[src/rtl/ifetch_unit.sv]
`default_nettype none
// +----------------------------------------------------------------------------+
// | ifetch_unit: instruction fetch front end with PC, 1-cycle imem, valid/ready |
// | Optional macro IFU_PERF_CNT_EN adds fetched/stall/kill counters. Rev 1.0   |
// +----------------------------------------------------------------------------+
module ifetch_unit #(
  parameter int          IDX_W    = 10,
  parameter logic [31:0] RESET_PC = 32'h0000_0000
) (
  input  logic             clk,
  input  logic             rst_n,
  input  logic             fetch_en,
  output logic [IDX_W-1:0] pc_out,
  input  logic [31:0]      insn_in,
  input  logic             redirect_valid,
  input  logic [31:0]      redirect_pc,
  output logic             insn_valid,
  output logic [31:0]      insn,
  output logic [31:0]      insn_pc,
  input  logic             insn_ready
`ifdef IFU_PERF_CNT_EN
  ,
  output logic [31:0]      perf_fetched,
  output logic [31:0]      perf_stall,
  output logic [31:0]      perf_kill
`endif
);

  typedef enum logic [0:0] {
    S_IDLE = 1'b0,
    S_RUN  = 1'b1
  } state_t;

  state_t           state_q, state_d;
  logic [31:0]      pc_q, pc_d;
  logic [31:0]      resp_pc_q, resp_pc_d;
  logic             resp_vld_q, resp_vld_d;
  logic             w_adv;
  logic [31:0]      w_redir_pc;
  logic [IDX_W-1:0] w_fetch_idx;
  logic             w_unused_lsbs;

  assign w_redir_pc    = {redirect_pc[31:2], 2'b00};
  assign w_unused_lsbs = ^redirect_pc[1:0];
  assign w_adv         = ~resp_vld_q | insn_ready;

  always_comb begin
    state_d     = state_q;
    pc_d        = pc_q;
    resp_pc_d   = resp_pc_q;
    resp_vld_d  = resp_vld_q;
    w_fetch_idx = pc_q[IDX_W+1:2];
    case (state_q)
      S_IDLE: begin
        resp_vld_d = 1'b0;
        if (redirect_valid) pc_d = w_redir_pc;
        if (fetch_en) state_d = S_RUN;
      end
      S_RUN: begin
        if (redirect_valid) begin
          w_fetch_idx = redirect_pc[IDX_W+1:2];
          resp_vld_d  = 1'b1;
          resp_pc_d   = w_redir_pc;
          pc_d        = w_redir_pc + 32'd4;
        end else if (~fetch_en & w_adv) begin
          resp_vld_d = 1'b0;
          state_d    = S_IDLE;
        end else if (w_adv) begin
          resp_vld_d = 1'b1;
          resp_pc_d  = pc_q;
          pc_d       = pc_q + 32'd4;
        end else begin
          // Stall: re-read the held word so insn_in stays equal to insn next cycle.
          w_fetch_idx = resp_pc_q[IDX_W+1:2];
        end
      end
      default: state_d = S_IDLE;
    endcase
  end

  always_ff @(posedge clk or negedge rst_n) begin
    if (!rst_n) begin
      state_q    <= S_IDLE;
      pc_q       <= RESET_PC;
      resp_pc_q  <= 32'd0;
      resp_vld_q <= 1'b0;
    end else begin
      state_q    <= state_d;
      pc_q       <= pc_d;
      resp_pc_q  <= resp_pc_d;
      resp_vld_q <= resp_vld_d;
    end
  end

  assign pc_out     = w_fetch_idx;
  assign insn_valid = resp_vld_q & ~redirect_valid;
  assign insn       = insn_in;
  assign insn_pc    = resp_pc_q;

`ifdef IFU_PERF_CNT_EN
  logic [31:0] perf_fetched_q, perf_fetched_d;
  logic [31:0] perf_stall_q, perf_stall_d;
  logic [31:0] perf_kill_q, perf_kill_d;

  always_comb begin
    perf_fetched_d = perf_fetched_q + {31'd0, insn_valid & insn_ready};
    perf_stall_d   = perf_stall_q + {31'd0, insn_valid & ~insn_ready};
    perf_kill_d    = perf_kill_q + {31'd0, resp_vld_q & redirect_valid};
  end

  always_ff @(posedge clk or negedge rst_n) begin
    if (!rst_n) begin
      perf_fetched_q <= 32'd0;
      perf_stall_q   <= 32'd0;
      perf_kill_q    <= 32'd0;
    end else begin
      perf_fetched_q <= perf_fetched_d;
      perf_stall_q   <= perf_stall_d;
      perf_kill_q    <= perf_kill_d;
    end
  end

  assign perf_fetched = perf_fetched_q;
  assign perf_stall   = perf_stall_q;
  assign perf_kill    = perf_kill_q;
`endif

endmodule
`default_nettype wire

[config.mk]
export PLATFORM = sky130hd
export DESIGN_NAME = ifetch_unit
export DESIGN_NICKNAME = d
export VERILOG_FILES = /design/src/rtl/ifetch_unit.sv
export SDC_FILE = /design/constraint.sdc
export NUM_CORES = 1
export LEC_CHECK = 0
export ABC_AREA = 1
export CORE_MARGIN = 3
export CORE_UTILIZATION = 30
export DETAILED_ROUTE_END_ITERATION = 8
export GPL_TIMING_DRIVEN = 0
export PLACE_DENSITY = 0.55
export SLEW_MARGIN = 20
export SYNTH_ARGS = -nofsm -noshare
export SYNTH_HDL_FRONTEND = slang
export SYNTH_SLANG_ARGS = --single-unit
[constraint.sdc]
create_clock -name clk -period 4.11 [get_ports clk]
set_input_delay 1.0275 -clock clk [delete_from_list [all_inputs] [get_ports clk]]
set_output_delay 1.0275 -clock clk [all_outputs]
set_load 0.1 [all_outputs]
Word level (Yosys, flattened, before mapping)
Cells that the tools add are included.
{"block": "word_totals", "reg_bits": 66, "input_bits": 69, "out_inout_bits": 75, "word_cells": 41}
{"block": "op_classes", "addsub": 2, "eq_ne": 5, "mux": 20, "bitwise_logic": 7, "reduce_logical": 3}
{"op": "two-way mux 32 bit", "n": 7}
{"op": "adder 32 x 3 -> 32 bit (second input constant)", "n": 2}
{"op": "one-hot mux 32 bit (2 select lines)", "n": 1}
{"op": "two-way mux 10 bit", "n": 4}
{"op": "two-way mux 1 bit", "n": 6}
{"op": "AND reduction 3 bit", "n": 2}
{"op": "!= test 2 bit (second input constant)", "n": 2}
{"op": "!= test 4 x 2 -> 1 bit (second input constant)", "n": 1}
{"op": "inverter 1 bit", "n": 4}
{"op": "one-hot mux 1 bit (2 select lines)", "n": 2}
{"op": "!= test 3 x 2 -> 1 bit (second input constant)", "n": 1}
{"op": "!= test 3 bit (second input constant)", "n": 1}
{"op": "AND 1 bit", "n": 2}
{"op": "nonzero test 2 bit", "n": 1}
{"op": "OR 1 bit", "n": 1}

Logic depth before layout (Yosys ltp)
Gate-level depths: netlist of run 1.
{"block": "depth", "word_depth": 6, "ltp_mapped": 15, "depth_no_buf": 14}

Worst setup path before layout of run 1
No wires, ideal clock.
{"block": "synth_path", "path_kind": "input-to-output", "startpoint": "input port redirect_valid", "endpoint": "output port pc_out[9]", "arrival_ps": 3157, "t_required_ps": 3083, "setup_slack_ps": -74, "path_stages": 8, "path_buffers": 3, "path_cell_list": "buf_6 > clkinv_2 > buf_8 > buf_12 > nand2_2 > nand2_1 > o21ai_0 > a31oi_1"}
{"block": "synth_via", "elab_chain_len": 2}
{"item": "start, declared", "line": "15", "source": "input logic redirect_valid,"}
{"item": "two-way mux 10 bit", "line": "60", "source": "if (redirect_valid) begin"}
{"item": "two-way mux 10 bit", "line": "53", "source": "case (state_q)"}
{"item": "end, declared", "line": "13", "source": "output logic [IDX_W-1:0] pc_out,"}
No other way between the ends.

Worst setup path in the final report of run 1
{"block": "layout_path", "startpoint": "input port insn_ready", "endpoint": "output port pc_out[8]"}
{"block": "layout_via", "elab_chain_len": 5, "elab_cells_between_ends": 6, "classes_between": "mux: 4; bitwise: 2"}
{"item": "start, declared", "line": "20", "source": "input logic insn_ready"}
{"item": "OR 1 bit (*)", "line": "45", "source": "assign w_adv = ~resp_vld_q | insn_ready;"}
{"item": "two-way mux 10 bit / AND 1 bit (equally long branches)", "line": "68, 65"}
{"item": "two-way mux 10 bit (*)", "line": "65", "source": "end else if (~fetch_en & w_adv) begin"}
{"item": "two-way mux 10 bit (*)", "line": "60"}
{"item": "two-way mux 10 bit (*)", "line": "53"}
Mark *: on every way between the ends. The rest lies on a longest branch, timed or not.

==> flow_summary.json, run 1 <==
{
  "setup_viol": 0,
  "dp_hpwl_mm": 11.9,
  "drive_gt1_frac": 0.156,
  "outcome": "completed",
  "antenna_left": 0,
  "path_clk_slew_ps": 60,
  "ios": 144,
  "p_leak_uw": 0.00282,
  "cts_root_buf": "clkbuf_16",
  "grt_pass1_vias": 4394,
  "syn_area_per_cell_um2": 6.59,
  "worstMarginPinSlew_ps": 981,
  "multi_input_area_mm2": 0.00225,
  "htree_num_levels": 3,
  "synth.top_cell.area_share": 0.355,
  "chipWidth_um": 127,
  "power_density_mw_per_mm2": 514,
  "overflow": 0,
  "route.vias.total": 4617,
  "antennaDiodeCount": 0,
  "placed_area_mm2": 0.00570,
  "max_freq_ghz": 0.248,
  "arrival_ps": 3000,
  "netlist_top_cells_area": "dfrtp_1, nand2_1, nor2_1",
  "syn_inst": 663,
  "synth_edf_count": 0,
  "numPortBuffers": 106,
  "fin_worst_skew_ps": 6.87,
  "nFillCells": 1482,
  "synth-seq-area-share": 0.355,
  "numCtsBuffers": 9,
  "critPathKind": "in -> out",
  "area_delta_synth_final_pct": 37.6,
  "regArea_mm2": 0.00155,
  "dieHeight_um": 127,
  "peakVddDrop_mv": 0.233,
  "cp-start-kind": "input pin",
  "finalHoldViolations": 0,
  "grt_antenna_before_repair": 0,
  "num-nets-final": 852,
  "rsz0062_at_grt": "no",
  "core_area_mm2": 0.0140,
  "drt_first_pass_iters": 5,
  "yosysMostFrequentCell": "nand2_1",
  "cts.path.max_buffers": 2,
  "cts_tree": "done",
  "slew_headroom": 0.344,
  "place_congestion": 0.884,
  "remaining_drc_errors": 0,
  "worstHoldPathType": "reg -> reg",
  "post_cts_buffers": 0,
  "end_kind": "primary output",
  "synth_top_cell_by_area": "dfrtp_1",
  "wl_per_cell_um": 15.8,
  "grt.total_usage": 0.189,
  "cts.sinks": 62,
  "yosysWarnings": 0,
  "initial_utilization": 0.311,
  "ys_types": 34,
  "grt_max_degree": 45,
  "period_share": 0.980,
  "grt_pass1_wl_mm": 23.8,
  "clk_latency_ps": 340,
  "crit_path_max_fanout": 9,
  "drv_cap": 0,
  "slew_violations": 0,
  "period_needed_ps": 4030,
  "initialDrtViolationCount": 336,
  "die_area_mm2": 0.0161,
  "synth_ff_type": "dfrtp_1",
  "finalCoreUtilization": 0.428,
  "cp_data_required_time_ps": 3080,
  "final_area_mm2": 0.00601,
  "synthArstFlopShare": 1.00,
  "rows": 43,
  "synthTopCellsByCount": "nand2_1, nor2_1, dfrtp_1",
  "synth-seq-cells": 62,
  "setup_tns_ps": 0,
  "vias_per_cell": 4.77,
  "syn_area_mm2": 0.00437,
  "routed_wl_mm": 15.2
}
[power by group]
group | switching, uW | internal [uW]
clock network | 295 | 530
logic | 1120 | 345
registers | 75.9 | 729
[worst max-delay path: stages]
cell and delay, ps:
clkdlybuf4s50_1 420, nor2_2 220, nand2_1 300, inv_1 210, o211ai_1 90, o21ai_0 130, clkdlybuf4s15_2 600
[area by class of cell]
class / count / share of cell area
clock inverters: 6 / 0.0144
flip-flops and latches: 62 / 0.258
clock buffers: 10 / 0.0381
multi-input cells: 495 / 0.373
well taps: 180 / 0.0375
plain buffers: 59 / 0.0680
inverters: 48 / 0.0302
repair buffers: 107 / 0.180
[per-stage QoR]
step	std cells	power [uW]	worst slack (ps)	hold slack (ps)
floorplan	664	1900	25.4	444
global placement	950	2270	-500	459
detailed placement	951	2290	-493	464
CTS	967	3110	89.8	479
global route	967	3220	0.265	492
finish	967	3090	82.8	480
[routing by layer]
metal	vias up	global-route usage	wire length [um]
met4	0	0.0593	221
met1	2134	0.279	7460
met3	14	0.0236	984
met5	-	0	0
li1	2293	-	-
met2	176	0.288	6580
[kinds of logic after synthesis]
group | after synthesis | synth area share
and+or+nand+nor | 398 | 0.386
buffers and inverters | 107 | 0.135
AOI/OAI and AO/OA | 89 | 0.110
DFF | 62 | 0.355
xor gates and xnor gates | 5 | 0.0100
adders and majority gates | 1 | 0.00286
other | 1 | 0.000858
[sequential cells by signal, indices dropped and copies added (netlist names)]
register / count
resp_vld_q: 1
insn_pc: 30
state_q: 1
pc_q: 30
[final timing paths]
kind	from	endpoint	slack, ps	cells after the start
max	insn_ready	pc_out[8]	80	7
min	pc_q[26]$_DFFE_PN0P_	pc_q[26]$_DFFE_PN0P_	480	2
max reg2reg	state_q$_DFF_PN0_	pc_q[18]$_DFFE_PN0P_	1860	7
min reg2reg	pc_q[26]$_DFFE_PN0P_	pc_q[26]$_DFFE_PN0P_	480	2
max in group asynchronous	rst_n	pc_q[10]$_DFFE_PN0P_	3000	2
min in group asynchronous	rst_n	insn_pc[22]$_DFFE_PN0P_	580	1
[placed cells by master (no fill, tap or decap), types with 2 or more instances in the layout]
cell type        instances
a21oi_2                  2
nand2_1                242
buf_2                    7
conb_1                   2
clkdlybuf4s50_1         95
nor2_4                   6
clkinv_2                 3
buf_1                    2
nand2_2                 25
dfrtp_1                 62
o22ai_1                  4
xor2_1                   2
o211ai_1                 2
inv_1                   45
clkdlybuf4s15_2          7
clkbuf_1                13
buf_4                   36
nor3_1                   3
o21ai_0                 44
nand3_1                 31
bufinv_16                2
inv_2                    2
buf_6                    3
o21ai_1                  4
a31oi_2                  2
clkbuf_16                9
nor2_1                  75
xnor2_1                  3
nand4_1                  3
a21oi_1                 21
a31oi_1                  8
nor2_2                  11
[timing repair]
item	4_1_cts	5_1_grt
setup endpoints to repair	10	3
hold buffers	0	0
gates resized for setup	38	5
Power figures use the tool's default switching activity.
==> run 2, diff against run 1 <==
- clock period: 4.11 -> 4.6 ns (I/O delays scaled with it)
==> flow_summary.json, run 2 (synthesis gave the netlist of run 1 again) <==
{
  "clk_latency_ps": 340,
  "setup_viol": 0,
  "crit_chain": "clkdlybuf4s50_1 -> nor2_2 -> nand2_1 -> nand2_1 -> o21ai_0 -> a31oi_1 -> clkdlybuf4s15_1",
  "setup_tns_ps": 0,
  "dp_slack_ps": -228,
  "outcome": "completed",
  "critPathLaunch": "insn_ready",
  "path_clk_slew_ps": 50,
  "cts_root_buf": "clkbuf_16",
  "crit_path_max_fanout": 9,
  "cp-start-kind": "input pin",
  "slew_violations": 0,
  "grt_pass1_vias": 4474,
  "netSwitchingFraction": 0.485,
  "htree_num_levels": 3,
  "post_cts_buffers": 0,
  "routed_wl_mm": 14.8,
  "crit_buf_inv": 2,
  "numCtsBuffers": 9,
  "initialDrtViolationCount": 323,
  "worstHoldPathType": "reg -> reg",
  "slowest_delay_ps": 850,
  "reg2reg_depth": 7,
  "final_area_mm2": 0.00594,
  "die_area_mm2": 0.0161,
  "finalHoldViolations": 0,
  "grt_pass1_wl_mm": 23.6,
  "p_comb_frac": 0.478,
  "endpoint": "pc_out[7]",
  "final_cell_mix": "nand2_1, clkdlybuf4s50_1, nor2_1",
  "overflow": 0,
  "antenna_left": 0,
  "multi_input_area_mm2": 0.00223,
  "regArea_mm2": 0.00155,
  "num-nets-final": 852,
  "chipWidth_um": 127,
  "cp_data_required_time_ps": 3450,
  "rows": 43,
  "slew_headroom": 0.347,
  "r2r_end": "pc_q[18]$_DFFE_PN0P_",
  "p_int_uw": 1400,
  "finalCoreUtilization": 0.423,
  "dp_hpwl_mm": 11.7,
  "final_common_cell": "nand2_1",
  "vias_per_cell": 4.76,
  "r2r_slack_ps": 2370,
  "cts.sinks": 62,
  "rsz0062_at_grt": "yes",
  "peakVddDrop_mv": 0.175,
  "drt_first_pass_iters": 5,
  "initial_utilization": 0.311,
  "seqPwrFrac": 0.265,
  "worst_slack_ps": 72.0,
  "dieHeight_um": 127,
  "drive_gt1_frac": 0.150,
  "max_freq_ghz": 0.221,
  "drv_cap": 0,
  "grt.total_usage": 0.186,
  "area_delta_synth_final_pct": 36.0,
  "p_leak_uw": 0.00281,
  "path_depth": 7,
  "numPortBuffers": 106,
  "power_switching_uw": 1310,
  "antennaDiodeCount": 0,
  "remaining_drc_errors": 0,
  "r2r-start": "state_q$_DFF_PN0_",
  "worstMarginPinSlew_ps": 977,
  "pwr-share-clk": 0.257,
  "period_needed_ps": 4530,
  "placed_area_mm2": 0.00568,
  "cts_tree": "done",
  "fin_worst_skew_ps": 6.34,
  "core_area_mm2": 0.0140,
  "cp_common_cell": "nand2_1",
  "arrival_ps": 3380,
  "critPathKind": "in -> out",
  "route.vias.total": 4600,
  "ios": 144,
  "worst_path_max_delay_cell": "clkdlybuf4s15_1",
  "period_share": 0.984,
  "hold_slack_ps": 475,
  "end_kind": "primary output",
  "cts.path.max_buffers": 2,
  "wl_per_cell_um": 15.3,
  "nFillCells": 1427,
  "path_delay_family": "buffers and inverters",
  "grt_max_degree": 39,
  "power_density_mw_per_mm2": 456,
  "place_congestion": 0.889,
  "grt_antenna_before_repair": 0
}
## run 2: power groups by stage
stage | logic (uW) | registers [uW] | clock network (uW)
floorplan | 583 | 1110 | 0
global placement | 1300 | 723 | 0
detailed placement | 1310 | 725 | 0
CTS | 1300 | 718 | 702
global route | 1370 | 730 | 732
finish | 1300 | 717 | 696
## run 2: what timing repair did
item / 4_1_cts / 5_1_grt
endpoints found under the setup margin: 10 / 9
hold buffers: 0 / 0
gates resized for setup: 10 / 23
## run 2: worst min path at each step
stage | startpoint | end | cells after the start
finish | pc_q[31]$_DFFE_PN0P_ | pc_q[31]$_DFFE_PN0P_ | 2
global route | pc_q[31]$_DFFE_PN0P_ | pc_q[31]$_DFFE_PN0P_ | 2
CTS | pc_q[31]$_DFFE_PN0P_ | pc_q[31]$_DFFE_PN0P_ | 2
detailed placement | pc_q[31]$_DFFE_PN0P_ | pc_q[31]$_DFFE_PN0P_ | 2
global placement | pc_q[31]$_DFFE_PN0P_ | pc_q[31]$_DFFE_PN0P_ | 2
floorplan | pc_q[31]$_DFFE_PN0P_ | pc_q[31]$_DFFE_PN0P_ | 2
## run 2: layout make-up
class                           count  area share
Sequential cell                    62       0.261
Timing Repair Buffer              107       0.175
Inverter                           48      0.0305
Tap cell                          180      0.0379
Clock inverter                      4     0.00758
Buffer                             59      0.0688
Clock buffer                       12      0.0431
Multi-Input combinational cell    495       0.376
## run 2: worst reg2reg max path, delay by kind of cell (launching register included)
kind	cells	cell delay (ps)
AND/OR/NAND/NOR	3	950
AO/OA/AOI/OAI	1	120
flip-flops	1	350
buffers and inverters	3	720
## run 2: metal layers
metal  GRT usage  up-vias  part of all wire
li1            -     2289                 -
met1       0.265     2134              0.48
met2       0.289      160              0.45
met3      0.0324       17             0.060
met4      0.0543        0             0.014
met5           0        -                 0
## run 2: per-stage QoR
step,total power (uW),std cells
finish,2710,967
global route,2830,967
CTS,2720,967
detailed placement,2040,951
global placement,2030,950
floorplan,1690,664
==> run 3, diff against run 2 <==
- DONT_BUFFER_PORTS: default -> 1
- PLACE_DENSITY: 0.55 -> 0.43
- RECOVER_POWER: default -> 25
==> flow_summary.json, run 3 (synthesis gave the netlist of run 1 again) <==
{
  "htree_num_levels": 3,
  "route.vias.total": 4221,
  "multi_input_area_mm2": 0.00237,
  "finalCoreUtilization": 0.359,
  "routed_wl_mm": 15.0,
  "regArea_mm2": 0.00155,
  "vias_per_cell": 4.91,
  "drive_gt1_frac": 0.178,
  "place_congestion": 0.856,
  "finalHoldViolations": 0,
  "rows": 43,
  "antenna_left": 0,
  "cts_tree": "done",
  "worstHoldPathType": "reg -> reg",
  "die_area_mm2": 0.0161,
  "slew_violations": 0,
  "cts.sinks": 62,
  "dieHeight_um": 127,
  "period_needed_ps": 3800,
  "core_area_mm2": 0.0140,
  "ios": 144,
  "p_leak_uw": 0.00241,
  "setup_viol": 0,
  "cts.path.max_buffers": 2,
  "worstMarginPinSlew_ps": 1130,
  "numPortBuffers": 0,
  "cp-start-kind": "input pin",
  "nFillCells": 1499,
  "initialDrtViolationCount": 319,
  "end_kind": "primary output",
  "initial_utilization": 0.311,
  "numCtsBuffers": 9,
  "antennaDiodeCount": 0,
  "grt_pass1_vias": 4039,
  "power_density_mw_per_mm2": 506,
  "drt_first_pass_iters": 5,
  "cp_data_required_time_ps": 3450,
  "grt_antenna_before_repair": 0,
  "arrival_ps": 2650,
  "chipWidth_um": 127,
  "crit_path_max_fanout": 9,
  "grt_pass1_wl_mm": 23.5,
  "grt_max_degree": 63,
  "overflow": 0,
  "outcome": "completed",
  "slew_headroom": 0.246,
  "final_cell_mix": "nand2_1, nor2_1, dfrtp_1",
  "post_cts_buffers": 0,
  "num-nets-final": 745,
  "path_clk_slew_ps": 50,
  "fin_worst_skew_ps": 7.25,
  "remaining_drc_errors": 0,
  "final_common_cell": "nand2_1",
  "clk_latency_ps": 340,
  "dp_hpwl_mm": 11.5,
  "ctsResizeCount": 0,
  "wl_per_cell_um": 17.5,
  "rsz0062_at_grt": "no",
  "hold_buffers": 0,
  "area_delta_synth_final_pct": 15.4,
  "period_share": 0.825,
  "peakVddDrop_mv": 0.181,
  "hold_slack_ps": 475,
  "grt.total_usage": 0.190,
  "max_freq_ghz": 0.263,
  "critPathKind": "in -> out",
  "drv_cap": 0,
  "cts_root_buf": "clkbuf_16"
}
run 3: final cells by class:
cell class | count | share of cell area
Buffer | 59 | 0.0813
Clock buffer | 12 | 0.0508
Clock inverter | 4 | 0.00893
Inverter | 48 | 0.0360
Multi-Input combinational cell | 495 | 0.471
Sequential cell | 62 | 0.308
Tap cell | 180 | 0.0446
run 3: path summary, 6_finish.rpt:
path                                        start                    to  slack (ps)  depth (start not counted)
max                                    insn_ready             pc_out[0]         800                          5
min                          pc_q[21]$_DFFE_PN0P_  pc_q[21]$_DFFE_PN0P_         470                          2
max reg2reg                resp_vld_q$_DFFE_PN0P_  pc_q[14]$_DFFE_PN0P_        2350                          8
min reg2reg                  pc_q[21]$_DFFE_PN0P_  pc_q[21]$_DFFE_PN0P_         470                          2
max in group asynchronous                   rst_n   pc_q[8]$_DFFE_PN0P_        4000                          0
min in group asynchronous                   rst_n   pc_q[6]$_DFFE_PN0P_         500                          0
run 3: power by group:
group / switching (uW) / internal [uW] / leakage, uW
combinational: 560 / 167 / 0.00151
sequential: 479 / 641 / 0.000748
clock: 261 / 446 / 0.000152
total: 1300 / 1260 / 0.00241
run 3: critical path, cell delays in order:
cell and delay (ps):
nor2_2 180, nand2_1 300, inv_1 230, o22ai_1 130, a31oi_4 650
run 3: layer usage:
layer,GRT usage,vias to the layer above,wire length [um]
li1,-,2069,-
met1,0.272,1977,7150
met2,0.280,159,6380
met3,0.0522,16,1300
met4,0.0517,0,195
met5,0,-,0
run 3: through the flow:
step                      power (uW)  TNS (ps)  area, um2  instances  setup WS (ps)
final                           2550         0       5040        860            805
after global placement          1820      -101       4600        844          -58.3
after CTS                       2580         0       5040        860            808
after global routing            2680         0       5040        860            718
after floorplan                 1690         0       4380        664            171
after detailed placement        1860         0       4740        844            819
==> variant 1 (flow settings as in run 3) <==
The parameter `IDX_W` goes from 10 to 12.
--- a/src/rtl/ifetch_unit.sv
+++ b/src/rtl/ifetch_unit.sv
@@ -4,7 +4,7 @@
 // | Optional macro IFU_PERF_CNT_EN adds fetched/stall/kill counters. Rev 1.0   |
 // +----------------------------------------------------------------------------+
 module ifetch_unit #(
-  parameter int          IDX_W    = 10,
+  parameter int          IDX_W    = 12,
   parameter logic [31:0] RESET_PC = 32'h0000_0000
 ) (
   input  logic             clk,
Interface: changed (resized pc_out); port bits go from 144 to 146. No check against the original RTL was run, so the function may have changed too.
==> variant 1 against run 3 <==
  * Hold slack gained 2.4 ps
  * Sequential share of layout area shrank 0.60 points
  * Worst setup slack lost 220 ps
  * Clock skew is essentially flat
  * Area after synthesis grew 2.0%
  * Critical path type unchanged
  * Routed wire length grew 1.3%
  * Final area grew 2.0%
  * Sequential cell count is the same
  * Combinational power grew 5.2%
  * Power grew 1.1%
  * Global-route usage is essentially flat
  * Core utilization grew 0.30 points
==> variant 1: results (changes against run 3) <==
stage,metric,value,unit,change
run_status,status,"complete, no violations",,unchanged
grt,grtUsageTotal,0.190,,about the same
timing,worst_slew_margin_rel,0.259,,was 0.246
setup_path,crit_path_max_incr_delay,680,ps,was 650 ps
setup_path,rr_endpoint,insn_pc[28]$_DFFE_PN0P_,,was pc_q[14]$_DFFE_PN0P_
pwr,peakVddDrop,0.175,mV,was 0.181 mV
worst_hold_path,hold_start,pc_q[25]$_DFFE_PN0P_,,was pc_q[21]$_DFFE_PN0P_
placed_design,dp_hpwl,11500,um,about the same
clock_network,clock_insertion_delay_worst_skew,350,ps,
route,drt-vias-per-instance,4.91,,about the same
placed_design,dpl.cell_count,855,,was 844
yosys,post_synth_most_frequent_cells,"nand2_1 (234), nor2_1 (71), dfrtp_1 (62)",,"was nand2_1 (242), nor2_1 (75), dfrtp_1 (62)"
route,wirelength,15200,um,was 15000 um
setup_path,worst-r2r-cell-count,11,,was 8
setup_path,timing.critical_path.arrival,2870,ps,was 2650 ps
timing,clock-skew-final,7.69,ps,was 7.25 ps
cells_and_area,drive_gt1_frac,0.194,,was 0.178
placed_design,gp_routability_congestion,0.832,,was 0.856
pwr,leakage,2.43,nW,was 2.41 nW
setup_path,setup.worst_path.end,pc_out[9],,was pc_out[0]
route,drt_iter0_markers,304,,was 319
grt,first_pass_grt_wire_length,23800,um,was 23500 um
route,wl_per_cell,17.5,um,about the same
yosys,synth_seq_area_share,0.348,,was 0.355
setup_path,critical_path_peak_fanout,10,,was 9
clock_network,clock_tree.buffer_depth,2,,unchanged
setup_path,r2r_slack,2410,ps,was 2350 ps
grt,via_count_of_the_first_global_routing_pass,4121,,was 4039
yosys,yosys.cell_types.count,37,,was 34
clock_network,htree_num_levels,3,,unchanged
setup_path,startpoint_of_the_most_critical_register_to_register_path,resp_vld_q$_DFFE_PN0P_,,unchanged
job,timing.max_cap.violations,0,,unchanged
yosys,yosys_warnings,0,,unchanged
yosys,ys_top_cells_by_area,"dfrtp_1 (35%), nand2_1 (20%), nor2_1 (6.0%)",,"was dfrtp_1 (35%), nand2_1 (21%), nor2_1 (6.4%)"
yosys,netlist_instances,674,,was 663
cells_and_area,final_net_count,756,,was 745
## variant 1: cells by family after synthesis
| kind of cell | Yosys count | synth area share |
|---|---|---|
| AOI/OAI and AO/OA | 99 | 0.122 |
| xor gates and xnor gates | 4 | 0.00786 |
| adders and majority gates | 1 | 0.00280 |
| buffers and inverters | 111 | 0.135 |
| other | 1 | 0.000841 |
| DFF | 62 | 0.348 |
| and+or+nand+nor | 396 | 0.383 |
## variant 1: per-stage QoR
stage / power [mW] / TNS, ps / cell area, sq um / worst slack [ps] / util
final: 2.58 / 0 / 5140 / 584 / 0.362
after global routing: 2.70 / 0 / 5140 / 438 / 0.362
after CTS: 2.61 / 0 / 5140 / 563 / 0.362
after detailed placement: 1.91 / 0 / 4860 / 579 / 0.342
after global placement: 1.87 / -2670 / 4690 / -306 / 0.330
after floorplan: 1.74 / 0 / 4460 / 26.4 / -
## variant 1: power breakdown
group / switching [mW] / internal, mW
clock network: 0.270 / 0.416
logic: 0.588 / 0.177
registers: 0.489 / 0.642
total: 1.35 / 1.24
## variant 1: worst min-delay path by stage
| stage | to | slack [ps] | cells past startpoint |
|---|---|---|---|
| floorplan | pc_q[31]$_DFFE_PN0P_ | 440 | 2 |
| global route | pc_q[7]$_DFFE_PN0P_ | 490 | 0 |
| CTS | pc_q[11]$_DFFE_PN0P_ | 480 | 0 |
| detailed placement | pc_q[31]$_DFFE_PN0P_ | 460 | 2 |
| global placement | pc_q[31]$_DFFE_PN0P_ | 460 | 2 |
| finish | pc_q[25]$_DFFE_PN0P_ | 480 | 2 |
## variant 1: area by class of cell
class	instances	area [sq um]
Clock inverter	5	50.0
Fill cell	1506	9060
Tap cell	180	225
Buffer	62	420
Clock buffer	11	233
Sequential cell	62	1550
Multi-Input combinational cell	502	2480
Inverter	49	185
## variant 1: worst max-delay path, delay by kind of cell
kind	cells	cell delay, ps
compound gates	2	830
buf+inv	2	380
simple gates	3	490
## variant 1: routing by layer
metal	wire length, um	track usage	share of wire	vias to the layer above
li1	-	-	-	2117
met1	7130	0.264	0.47	1987
met2	6580	0.286	0.43	156
met3	1240	0.0475	0.082	14
met4	259	0.0712	0.017	0
met5	0	0	0	-
==> variant 2 (config.mk and constraints of run 3) <==
Made on the original files. Build with the macro `IFU_PERF_CNT_EN` defined.
--- a/src/rtl/ifetch_unit.sv
+++ b/src/rtl/ifetch_unit.sv
@@ -3,6 +3,8 @@
 // | ifetch_unit: instruction fetch front end with PC, 1-cycle imem, valid/ready |
 // | Optional macro IFU_PERF_CNT_EN adds fetched/stall/kill counters. Rev 1.0   |
 // +----------------------------------------------------------------------------+
+`define IFU_PERF_CNT_EN
+
 module ifetch_unit #(
   parameter int          IDX_W    = 10,
   parameter logic [31:0] RESET_PC = 32'h0000_0000
Check against the original RTL (old outputs only; new: perf_fetched, perf_kill and perf_stall): equivalent (equiv_simple and equiv_induct, registers matched by name and starting in step).
==> variant 2 against run 3 <==
  * Non-clock buffer count up 3
  * Sequential cell count increased by 96
  * Highest routed layer unchanged
  * Register-to-register slack got worse by 1300 ps
  * Routed wire length is 93% higher
  * Worst setup slack lost 670 ps
  * Clock power up 89%
  * Area after synthesis grew 110%
  * Critical path depth up 1
  * Power grew 90%
  * Count of clock-buffer cells in the layout grew 9
  * Cell count rose by 86%
  * Critical path type unchanged
  * Synthesized cell count is 79% higher
  * Largest power group unchanged
  * Sequential share of layout area grew 8.2 points
  * Final area is 100% higher
==> variant 2: results (changes against run 3) <==
stage,metric,value,unit,change
cells_and_area,fill_cells,3123,,was 1499
placed_design,dp_hpwl,22200,um,was 11500 um
placed_design,gp_routability_congestion,0.871,,was 0.856
yosys,post_synth_most_frequent_cells,"nand2_1 (354), dfrtp_1 (158), nor2_1 (131)",,"was nand2_1 (242), nor2_1 (75), dfrtp_1 (62)"
timing,clock-skew-final,11.8,ps,was 7.25 ps
yosys,yosys.cell_types.count,39,,was 34
cells_and_area,share_of_the_core_filled_with_cells_in_the_final_layout,0.347,,was 0.359
run_status,status,"complete, no violations",,unchanged
setup_path,rr_endpoint,perf_stall[24]$_DFF_PN0_,,was pc_q[14]$_DFFE_PN0P_
clock_network,htree_num_levels,4,,was 3
yosys,compound_cell_area_share_of_the_yosys_netlist,0.0577,,was 0.110
pwr,peakVddDrop,0.252,mV,was 0.181 mV
setup_path,worst-r2r-cell-count,13,,was 8
setup_path,r2r_slack,1020,ps,was 2350 ps
setup_path,crit_path_top_delay_cell,o22ai_2,,was a31oi_4
yosys,yosys.area_share.xor_xnor,0.0881,,was 0.0100
grt,first_pass_grt_wire_length,45500,um,was 23500 um
yosys,synth_seq_area_share,0.437,,was 0.355
yosys,yosys.area_share.adder,0.0111,,was 0.00286
setup_path,crit_path_max_incr_delay,860,ps,was 650 ps
grt,grtUsageTotal,0.178,,was 0.190
clock_network,clock_insertion_delay_worst_skew,430,ps,was 340 ps
cells_and_area,final_net_count,1284,,was 745
route,wirelength,29000,um,was 15000 um
route,drt_iter0_markers,432,,was 319
grt,grt_start_max_net_pins,159,,was 63
setup_path,critical_path_peak_fanout,10,,was 9
## variant 2: cell types whose count changed in the layout (fill, tap and decap cells not counted), sizes merged, moves of 25 or more
cell,run 3,this run
inv,47,107
nand3,31,63
dfrtp,62,158
nor3,3,28
xor2,2,59
nor2,92,144
nand2,268,374
xnor2,3,32
## variant 2: how the worst max path moves through the flow
stage | slack, ps | from | endpoint | cells after the start
finish | 130 | insn_ready | pc_out[8] | 6
global route | 10 | insn_ready | pc_out[4] | 6
CTS | 80 | insn_ready | pc_out[1] | 6
detailed placement | 80 | insn_ready | pc_out[1] | 6
global placement | -650 | insn_ready | pc_out[5] | 6
floorplan | 60 | insn_ready | pc_out[3] | 6
## variant 2: stage by stage
| step | hold WS (ps) | setup TNS, ps | std cells | total power, mW |
|---|---|---|---|---|
| 2_1_floorplan | 444 | 0 | 1188 | 3.31 |
| 3_3_place_gp | 467 | -3460 | 1572 | 3.52 |
| 3_5_place_dp | 466 | 0 | 1572 | 3.55 |
| 4_1_cts | 384 | 0 | 1602 | 4.91 |
| 5_1_grt | 381 | 0 | 1602 | 5.07 |
| 6_report | 415 | 0 | 1602 | 4.84 |
## variant 2: cells by family (layout without fill, tap and decap cells)
group           count (synthesis)  after routing
compound gates                 95             95
simple gates                  666            666
flops                         158            158
buf+inv                       168            198
xor+xnor                       91             91
other cells                     1              2
fa+ha+maj                       8              8
## variant 2: what timing repair did
item / in CTS / in global routing
endpoints found under the setup margin: 0 / 2
hold endpoints to repair: 0 / 0
gates resized for setup: 0 / 2
## variant 2: final cells by class
type / instances / area share
clock buffers: 21 / 0.0434
multi-input cells: 862 / 0.432
flip-flops and latches: 158 / 0.390
inverters: 106 / 0.0392
clock inverters: 9 / 0.00888
plain buffers: 62 / 0.0398
well taps: 384 / 0.0473
## variant 2: worst max-delay path: cells and delay by family
kind            cells  cell delay, ps
compound gates      2            1050
buf+inv             2             650
simple gates        2             460
## variant 2: report_power, final
part           total, mW  switching (mW)  internal [mW]
clock network       1.34           0.596          0.741
registers           2.67            1.13           1.54
logic              0.833           0.625          0.208
## variant 2: layer usage
metal / global-route usage / vias up / wire length (um)
li1: - / 3812 / -
met1: 0.222 / 3713 / 12700
met2: 0.302 / 189 / 14100
met3: 0.0523 / 25 / 1840
met4: 0.0489 / 0 / 453
met5: 0 / - / 0
